===== config.mk =====
export PLATFORM = sky130hd
export DESIGN_NAME = sha256_stream_core
export DESIGN_NICKNAME = d
export VERILOG_FILES = /design/src/rtl/sha256_pkg.sv /design/src/rtl/sha256_round.sv /design/src/rtl/sha256_stream_core.sv
export SDC_FILE = /design/constraint.sdc
export NUM_CORES = 2
export LEC_CHECK = 0
export ABC_CLOCK_PERIOD_IN_PS = 8900
export CAP_MARGIN = 20
export CORE_ASPECT_RATIO = 0.7
export CORE_MARGIN = 2
export CORE_UTILIZATION = 50
export DETAILED_ROUTE_END_ITERATION = 16
export GPL_TIMING_DRIVEN = 0
export HOLD_SLACK_MARGIN = 0.12
export MAX_ROUTING_LAYER = met4
export PLACE_DENSITY = 0.77
export SLEW_MARGIN = 0
export SYNTH_ARGS = -nofsm -noshare
export SYNTH_HDL_FRONTEND = slang
export SYNTH_SLANG_ARGS = --single-unit

===== constraint.sdc =====
create_clock -name clk -period 8.9 [get_ports clk]
set_input_delay 1.335 -clock clk [delete_from_list [all_inputs] [get_ports clk]]
set_output_delay 1.335 -clock clk [all_outputs]
set_load 0.05 [all_outputs]

===== src/rtl/sha256_pkg.sv =====
`default_nettype none
// +----------------------------------------------------------------------+
// | Module : sha256_pkg                                                  |
// | Brief  : SHA-256 round constants, initial hash values, the bitwise   |
// |          round/schedule functions and the core state encoding.       |
// | Rev    : 1.0  initial release                                        |
// +----------------------------------------------------------------------+
package sha256_pkg;

  typedef enum logic [1:0] {
    IDLE  = 2'd0,
    ROUND = 2'd1,
    FINAL = 2'd2,
    OUT   = 2'd3
  } state_t;

  localparam logic [31:0] K [0:63] = '{
    32'h428a2f98, 32'h71374491, 32'hb5c0fbcf, 32'he9b5dba5,
    32'h3956c25b, 32'h59f111f1, 32'h923f82a4, 32'hab1c5ed5,
    32'hd807aa98, 32'h12835b01, 32'h243185be, 32'h550c7dc3,
    32'h72be5d74, 32'h80deb1fe, 32'h9bdc06a7, 32'hc19bf174,
    32'he49b69c1, 32'hefbe4786, 32'h0fc19dc6, 32'h240ca1cc,
    32'h2de92c6f, 32'h4a7484aa, 32'h5cb0a9dc, 32'h76f988da,
    32'h983e5152, 32'ha831c66d, 32'hb00327c8, 32'hbf597fc7,
    32'hc6e00bf3, 32'hd5a79147, 32'h06ca6351, 32'h14292967,
    32'h27b70a85, 32'h2e1b2138, 32'h4d2c6dfc, 32'h53380d13,
    32'h650a7354, 32'h766a0abb, 32'h81c2c92e, 32'h92722c85,
    32'ha2bfe8a1, 32'ha81a664b, 32'hc24b8b70, 32'hc76c51a3,
    32'hd192e819, 32'hd6990624, 32'hf40e3585, 32'h106aa070,
    32'h19a4c116, 32'h1e376c08, 32'h2748774c, 32'h34b0bcb5,
    32'h391c0cb3, 32'h4ed8aa4a, 32'h5b9cca4f, 32'h682e6ff3,
    32'h748f82ee, 32'h78a5636f, 32'h84c87814, 32'h8cc70208,
    32'h90befffa, 32'ha4506ceb, 32'hbef9a3f7, 32'hc67178f2
  };

  localparam logic [31:0] IV256 [0:7] = '{
    32'h6a09e667, 32'hbb67ae85, 32'h3c6ef372, 32'ha54ff53a,
    32'h510e527f, 32'h9b05688c, 32'h1f83d9ab, 32'h5be0cd19
  };

  localparam logic [31:0] IV224 [0:7] = '{
    32'hc1059ed8, 32'h367cd507, 32'h3070dd17, 32'hf70e5939,
    32'hffc00b31, 32'h68581511, 32'h64f98fa7, 32'hbefa4fa4
  };

  function automatic logic [31:0] rotr(input logic [31:0] x, input int n);
    return (x >> n) | (x << (32 - n));
  endfunction

  function automatic logic [31:0] Sigma0(input logic [31:0] x);
    return rotr(x, 2) ^ rotr(x, 13) ^ rotr(x, 22);
  endfunction

  function automatic logic [31:0] Sigma1(input logic [31:0] x);
    return rotr(x, 6) ^ rotr(x, 11) ^ rotr(x, 25);
  endfunction

  function automatic logic [31:0] sigma0(input logic [31:0] x);
    return rotr(x, 7) ^ rotr(x, 18) ^ (x >> 3);
  endfunction

  function automatic logic [31:0] sigma1(input logic [31:0] x);
    return rotr(x, 17) ^ rotr(x, 19) ^ (x >> 10);
  endfunction

  function automatic logic [31:0] ch(input logic [31:0] x, input logic [31:0] y,
                                     input logic [31:0] z);
    return (x & y) ^ (~x & z);
  endfunction

  function automatic logic [31:0] maj(input logic [31:0] x, input logic [31:0] y,
                                      input logic [31:0] z);
    return (x & y) ^ (x & z) ^ (y & z);
  endfunction

  // Initial hash word i for the selected digest flavour (1 = SHA-224)
  function automatic logic [31:0] iv_word(input int i, input logic is224);
    return is224 ? IV224[i] : IV256[i];
  endfunction

endpackage
`default_nettype wire


===== src/rtl/sha256_round.sv =====
`default_nettype none
// +----------------------------------------------------------------------+
// | Module : sha256_round                                                |
// | Brief  : One combinational SHA-256 compression round.                |
// | Rev    : 1.0  initial release                                        |
// +----------------------------------------------------------------------+
module sha256_round
  import sha256_pkg::*;
(
  input  logic [31:0] a,
  input  logic [31:0] b,
  input  logic [31:0] c,
  input  logic [31:0] d,
  input  logic [31:0] e,
  input  logic [31:0] f,
  input  logic [31:0] g,
  input  logic [31:0] h,
  input  logic [31:0] k,
  input  logic [31:0] w,
  output logic [31:0] a_nxt,
  output logic [31:0] b_nxt,
  output logic [31:0] c_nxt,
  output logic [31:0] d_nxt,
  output logic [31:0] e_nxt,
  output logic [31:0] f_nxt,
  output logic [31:0] g_nxt,
  output logic [31:0] h_nxt
);

  logic [31:0] t1;
  logic [31:0] t2;

  // Standard round: two temporaries, then rotate the working variables
  always_comb begin
    t1    = h + Sigma1(e) + ch(e, f, g) + k + w;
    t2    = Sigma0(a) + maj(a, b, c);
    a_nxt = t1 + t2;
    b_nxt = a;
    c_nxt = b;
    d_nxt = c;
    e_nxt = d + t1;
    f_nxt = e;
    g_nxt = f;
    h_nxt = g;
  end

endmodule
`default_nettype wire


===== src/rtl/sha256_stream_core.sv =====
`default_nettype none
// +----------------------------------------------------------------------+
// | Module : sha256_stream_core                                          |
// | Brief  : Multi-block SHA-256 engine, valid/ready block input and     |
// |          digest output, UNROLL rounds per clock, chained H state.    |
// |          Define SHA224_EN to add the mode_224 port (SHA-224 digest). |
// | Rev    : 1.0  initial release                                        |
// +----------------------------------------------------------------------+
module sha256_stream_core
  import sha256_pkg::*;
#(
  parameter int UNROLL   = 1,
  parameter int PIPE_OUT = 1
)
(
  input  logic         clk,
  input  logic         clr,
  input  logic         blk_valid,
  output logic         blk_ready,
  input  logic [511:0] blk_data,
  input  logic         blk_first,
  input  logic         blk_last,
`ifdef SHA224_EN
  input  logic         mode_224,
`endif
  output logic [255:0] digest,
  output logic         digest_valid,
  input  logic         digest_ready,
  output logic         busy
);

  localparam int         NCYC     = 64 / UNROLL;
  localparam logic [5:0] LAST_RND = 6'(NCYC - 1);

  state_t      state;
  state_t      state_nxt;
  logic [5:0]  rnd;
  logic [31:0] win   [0:15];
  logic [31:0] var_q [0:7];
  logic [31:0] h_q   [0:7];
  logic        msg_open;
  logic        from_iv;
  logic        last_q;

  logic        accept;
  logic        fresh;
  logic        mode_q;
  logic        mode_new;
  logic [31:0] ext   [0:15+UNROLL];
  logic [31:0] chain [0:UNROLL][0:7];
  logic [31:0] h_sum [0:7];
  logic [255:0] digest_fmt;

  assign accept    = blk_valid & blk_ready;
  assign blk_ready = (state == IDLE) & ~digest_valid;
  assign busy      = (state != IDLE);
  // A block with no open chain starts a new message whatever blk_first says
  assign fresh     = blk_first | ~msg_open;

`ifdef SHA224_EN
  assign mode_new = fresh ? mode_224 : mode_q;

  // Digest flavour is captured with the first block and held for the message
  always_ff @(posedge clk or negedge clr) begin
    if (!clr)
      mode_q <= 1'b0;
    else if (accept && fresh)
      mode_q <= mode_224;
  end
`else
  assign mode_q   = 1'b0;
  assign mode_new = 1'b0;
`endif

  // Message schedule: extend the 16-word window by UNROLL words per cycle
  for (genvar i = 0; i < 16; i++) begin : g_win
    assign ext[i] = win[i];
  end
  for (genvar j = 0; j < UNROLL; j++) begin : g_sched
    assign ext[16+j] = sigma1(ext[14+j]) + ext[9+j] + sigma0(ext[1+j]) + ext[j];
  end

  // Round chain: UNROLL rounds applied back to back each clock
  for (genvar i = 0; i < 8; i++) begin : g_chain0
    assign chain[0][i] = var_q[i];
  end
  for (genvar j = 0; j < UNROLL; j++) begin : g_rnd
    logic [5:0] kidx;
    assign kidx = 6'(int'(rnd) * UNROLL + j);
    sha256_round u_round (
      .a     (chain[j][0]),   .b     (chain[j][1]),
      .c     (chain[j][2]),   .d     (chain[j][3]),
      .e     (chain[j][4]),   .f     (chain[j][5]),
      .g     (chain[j][6]),   .h     (chain[j][7]),
      .k     (K[kidx]),       .w     (ext[j]),
      .a_nxt (chain[j+1][0]), .b_nxt (chain[j+1][1]),
      .c_nxt (chain[j+1][2]), .d_nxt (chain[j+1][3]),
      .e_nxt (chain[j+1][4]), .f_nxt (chain[j+1][5]),
      .g_nxt (chain[j+1][6]), .h_nxt (chain[j+1][7])
    );
  end

  // Chaining-value update: add the block result onto IV or the previous H
  always_comb begin
    for (int i = 0; i < 8; i++)
      h_sum[i] = (from_iv ? iv_word(i, mode_q) : h_q[i]) + var_q[i];
  end

  // Pack H0..H7 MSB-first; SHA-224 drops H7
  always_comb begin
    for (int i = 0; i < 8; i++)
      digest_fmt[255-32*i -: 32] = h_q[i];
    if (mode_q)
      digest_fmt[31:0] = 32'h0;
  end

  // State register
  always_ff @(posedge clk or negedge clr) begin
    if (!clr)
      state <= IDLE;
    else
      state <= state_nxt;
  end

  // Next-state logic
  always_comb begin
    state_nxt = state;
    case (state)
      IDLE:    if (accept) state_nxt = ROUND;
      ROUND:   if (rnd == LAST_RND) state_nxt = FINAL;
      FINAL:   state_nxt = last_q ? OUT : IDLE;
      OUT:     if (digest_valid && digest_ready) state_nxt = IDLE;
      default: state_nxt = IDLE;
    endcase
  end

  // Block intake, round iteration and H update
  always_ff @(posedge clk or negedge clr) begin
    if (!clr) begin
      rnd      <= 6'd0;
      msg_open <= 1'b0;
      from_iv  <= 1'b0;
      last_q   <= 1'b0;
      for (int i = 0; i < 16; i++) win[i] <= 32'h0;
      for (int i = 0; i < 8; i++) begin
        var_q[i] <= 32'h0;
        h_q[i]   <= 32'h0;
      end
    end else begin
      case (state)
        IDLE: begin
          if (accept) begin
            rnd     <= 6'd0;
            from_iv <= fresh;
            last_q  <= blk_last;
            for (int i = 0; i < 16; i++) win[i] <= blk_data[511-32*i -: 32];
            for (int i = 0; i < 8; i++)
              var_q[i] <= fresh ? iv_word(i, mode_new) : h_q[i];
          end
        end
        ROUND: begin
          rnd <= (rnd == LAST_RND) ? 6'd0 : rnd + 6'd1;
          for (int i = 0; i < 16; i++) win[i] <= ext[i+UNROLL];
          for (int i = 0; i < 8; i++) var_q[i] <= chain[UNROLL][i];
        end
        FINAL: begin
          for (int i = 0; i < 8; i++) h_q[i] <= h_sum[i];
          msg_open <= ~last_q;
        end
        default: ;
      endcase
    end
  end

  if (PIPE_OUT != 0) begin : g_pipe
    logic [255:0] dig_q;
    logic         dv_q;

    // Output stage: capture the digest on the first OUT cycle, hold until taken
    always_ff @(posedge clk or negedge clr) begin
      if (!clr) begin
        dig_q <= 256'h0;
        dv_q  <= 1'b0;
      end else if (state == OUT) begin
        if (!dv_q) begin
          dig_q <= digest_fmt;
          dv_q  <= 1'b1;
        end else if (digest_ready) begin
          dv_q  <= 1'b0;
        end
      end
    end

    assign digest       = dig_q;
    assign digest_valid = dv_q;
  end else begin : g_direct
    assign digest       = digest_fmt;
    assign digest_valid = (state == OUT);
  end

endmodule
`default_nettype wire


==> metrics.cfg <==
[outcome]
outcome=finished clean

[timing]
hold_slack_ns=0.379
drv_slew=0
slew-limit-headroom_pct=9.52
tns_ns=0
finalSetupViolCount=0
finalHoldViolCount=0
period_share_pct=99.4
setup_ws_ns=0.0575
max_freq_mhz=113
period_minus_slack_ns=8.84
tightest_slew_ns=1.36
clock_skew_ns=0.0303

[final_layout]
fin_cells=12738
area_growth_pct=21.0
final_nets=11466
postLayoutCoreUtil_pct=60.9
final_cell_area_um2=99200
nFillCells=14062
drive_gt1_share_pct=8.43

[cts]
cts-root-buf=clkbuf_16
cts.sinks=1292
clockBufferDepth=3
cts_tree=yes
clk_pin_slew_ns=0.06
numCtsBuffers=136
insertion_delay_ns=0.83
htree_levels=4

[route]
drt-pass1-iter-count=9
ant_nets=0
avgRoutedWirePerCell_um=31.8
avgViaCountPerCell=6.41
drcViolationCount=0
dr_total_vias=81668
wl_mm=405
drtIter0Drc=12828

[logic_synthesis]
netlist_area_um2=82000
synth_warnings=0
synth_nets=10474
synth_top_area_share_pct=39.4
synth-edff-count=0
synth_most_common_cell=nand2_1
ys_top_cells_by_area=dfrtp_1 (39%), nand2_1 (7.2%), ha_1 (6.0%)
ys_ff_latch=1292
synth.avg_cell_area_um2=8.76
yosysSeqAreaShare_pct=39.4
synthTopCellsByCount=nand2_1 (1,569), dfrtp_1 (1,292), nor2_1 (932)
syn_inst=9364
yosysTopAreaCell=dfrtp_1
synth-main-ff-cell=dfrtp_1
synthArstFlopShare_pct=100
ys_types=83

[setup_path]
required_ns=9.60
regToRegEndpoint=chain[383]$_DFFE_PN0P_
rrSetupSlack_ns=0.06
r2r_cells=34
crit_path_start=rnd[0]$_DFFE_PN0P_
endpoint_kind=flop
critPathMaxFanout=10
cp_slowest_stage_delay_ns=0.52
startpoint_type=flop
crit_type=reg2reg
critPathArrivalTime_ns=9.54
r2r-start=rnd[0]$_DFFE_PN0P_
setup.worst_path.end=chain[383]$_DFFE_PN0P_
slowest_stage=dfrtp_2

[die]
num_io_pins=777
core.rowCount=124
die_h_um=343
die_w_um=488
core_area_um2=163000
die_area_um2=167000
start_util_pct=50.3

[global_routing]
grt_max_degree=178
antenna_found_initial=71
grt_pass1_wl_mm=556
grtUsageTotal_pct=48.4
grt_pass1_vias=75089
overflow=0

[placed_design]
dp_hpwl_mm=326
portBuffers=776
pre_cts_slack_ns=-2.63
post_dp_cell_area_um2=93400
place.gp.congestion=1.11
dp.cells=12394

[worst_hold_path]
min-delay-path-class=in2async

[power]
p_leak_nw=46.2
total_power_mw=19.6
ir_worst_vdd_v=0.000152
power_density_nw_per_um2=197

[job]
maxCapViolCount=0

[layer usage]
metal | GRT usage, % | share of wire, %
met3 | 24.7 | 18
met1 | 68.3 | 41
met2 | 57.7 | 37
met5 | - | 0
met4 | 16.8 | 4.0
[worst min-delay path by stage]
stage | end | slack [ns] | cells after the start
2_1_floorplan | ext[34]$_DFFE_PN0P_ | 0.45 | 2
3_3_place_gp | ext[39]$_DFFE_PN0P_ | 0.47 | 2
6_report | digest[208]$_DFFE_PN0P_ | 0.38 | 1
4_1_cts | digest[208]$_DFFE_PN0P_ | 0.39 | 1
5_1_grt | digest[208]$_DFFE_PN0P_ | 0.41 | 1
3_5_place_dp | ext[34]$_DFFE_PN0P_ | 0.48 | 2
[layout make-up]
type / instances / area, µm² / area share (%)
antenna: 68 / 170 / 0.171
buffer: 637 / 2490 / 2.51
clock buffer: 189 / 3880 / 3.91
clock inverter: 58 / 822 / 0.828
inverter: 373 / 1420 / 1.43
multi-input combinational: 7058 / 46500 / 46.8
sequential: 1292 / 32300 / 32.6
tap: 2205 / 2760 / 2.78
timing repair buffer: 858 / 8880 / 8.95
[placed cells by master, fill, tap and decap left out, types with 41 or more instances in the layout]
cell type | synthesis | layout
ha_1 | 395 | 388
nor2_1 | 932 | 923
a21o_1 | 184 | 184
o21a_1 | 45 | 45
or2_2 | 146 | 146
o21ai_0 | 503 | 490
and3_1 | 108 | 108
nand3_1 | 94 | 94
o211ai_1 | 41 | 41
xnor2_1 | 332 | 321
nand2_1 | 1569 | 1568
clkdlybuf4s50_1 | 0 | 775
inv_1 | 372 | 370
a221o_1 | 78 | 78
nand2b_1 | 54 | 53
a31oi_1 | 532 | 532
fa_1 | 197 | 197
a21oi_1 | 377 | 368
xor2_1 | 244 | 234
clkbuf_1 | 616 | 599
a211oi_1 | 67 | 64
nor3_1 | 276 | 275
mux2_2 | 277 | 276
dfrtp_1 | 1292 | 1288
clkbuf_16 | 0 | 139
nor2b_1 | 156 | 153
diode_2 | 0 | 68
[what timing repair did]
action	4_1_cts	5_1_grt
pin swaps	2	12
endpoints found under the setup margin	49	22
hold buffers	0	0
buffers inserted	9	11
resized for setup	83	119
[power by group]
group	internal, mW	switching, mW
sequential	6.01	0.157
combinational	2.74	4.45
clock	3.52	2.72
[logic make-up after synthesis]
| logic type | count (synthesis) | share of synthesized area [%] |
|---|---|---|
| buffers and inverters | 1014 | 4.65 |
| AO/OA/AOI/OAI | 2122 | 16.4 |
| multiplexers | 303 | 4.15 |
| adder cells (fa/ha/maj) | 613 | 11.1 |
| flip-flops | 1292 | 39.4 |
| AND/OR/NAND/NOR | 3443 | 18.1 |
| XOR/XNOR | 577 | 6.18 |
[sequential cells by signal, indices dropped and copies added (netlist names)]
register and count:
last_q 1, chain 256, digest_fmt 256, from_iv 1, rnd 6, state 2, digest_valid 1, msg_open 1
digest 256, ext 512
[worst max-delay path, delay by kind of cell, from the launching register on]
kind | cells | cell delay, ns
AO/OA/AOI/OAI | 14 | 3.60
adder cells (fa/ha/maj) | 5 | 1.88
XOR/XNOR | 2 | 0.49
AND/OR/NAND/NOR | 6 | 1.15
flip-flops | 1 | 0.52
buffers and inverters | 7 | 1.06
Power figures use the tool's default switching activity.
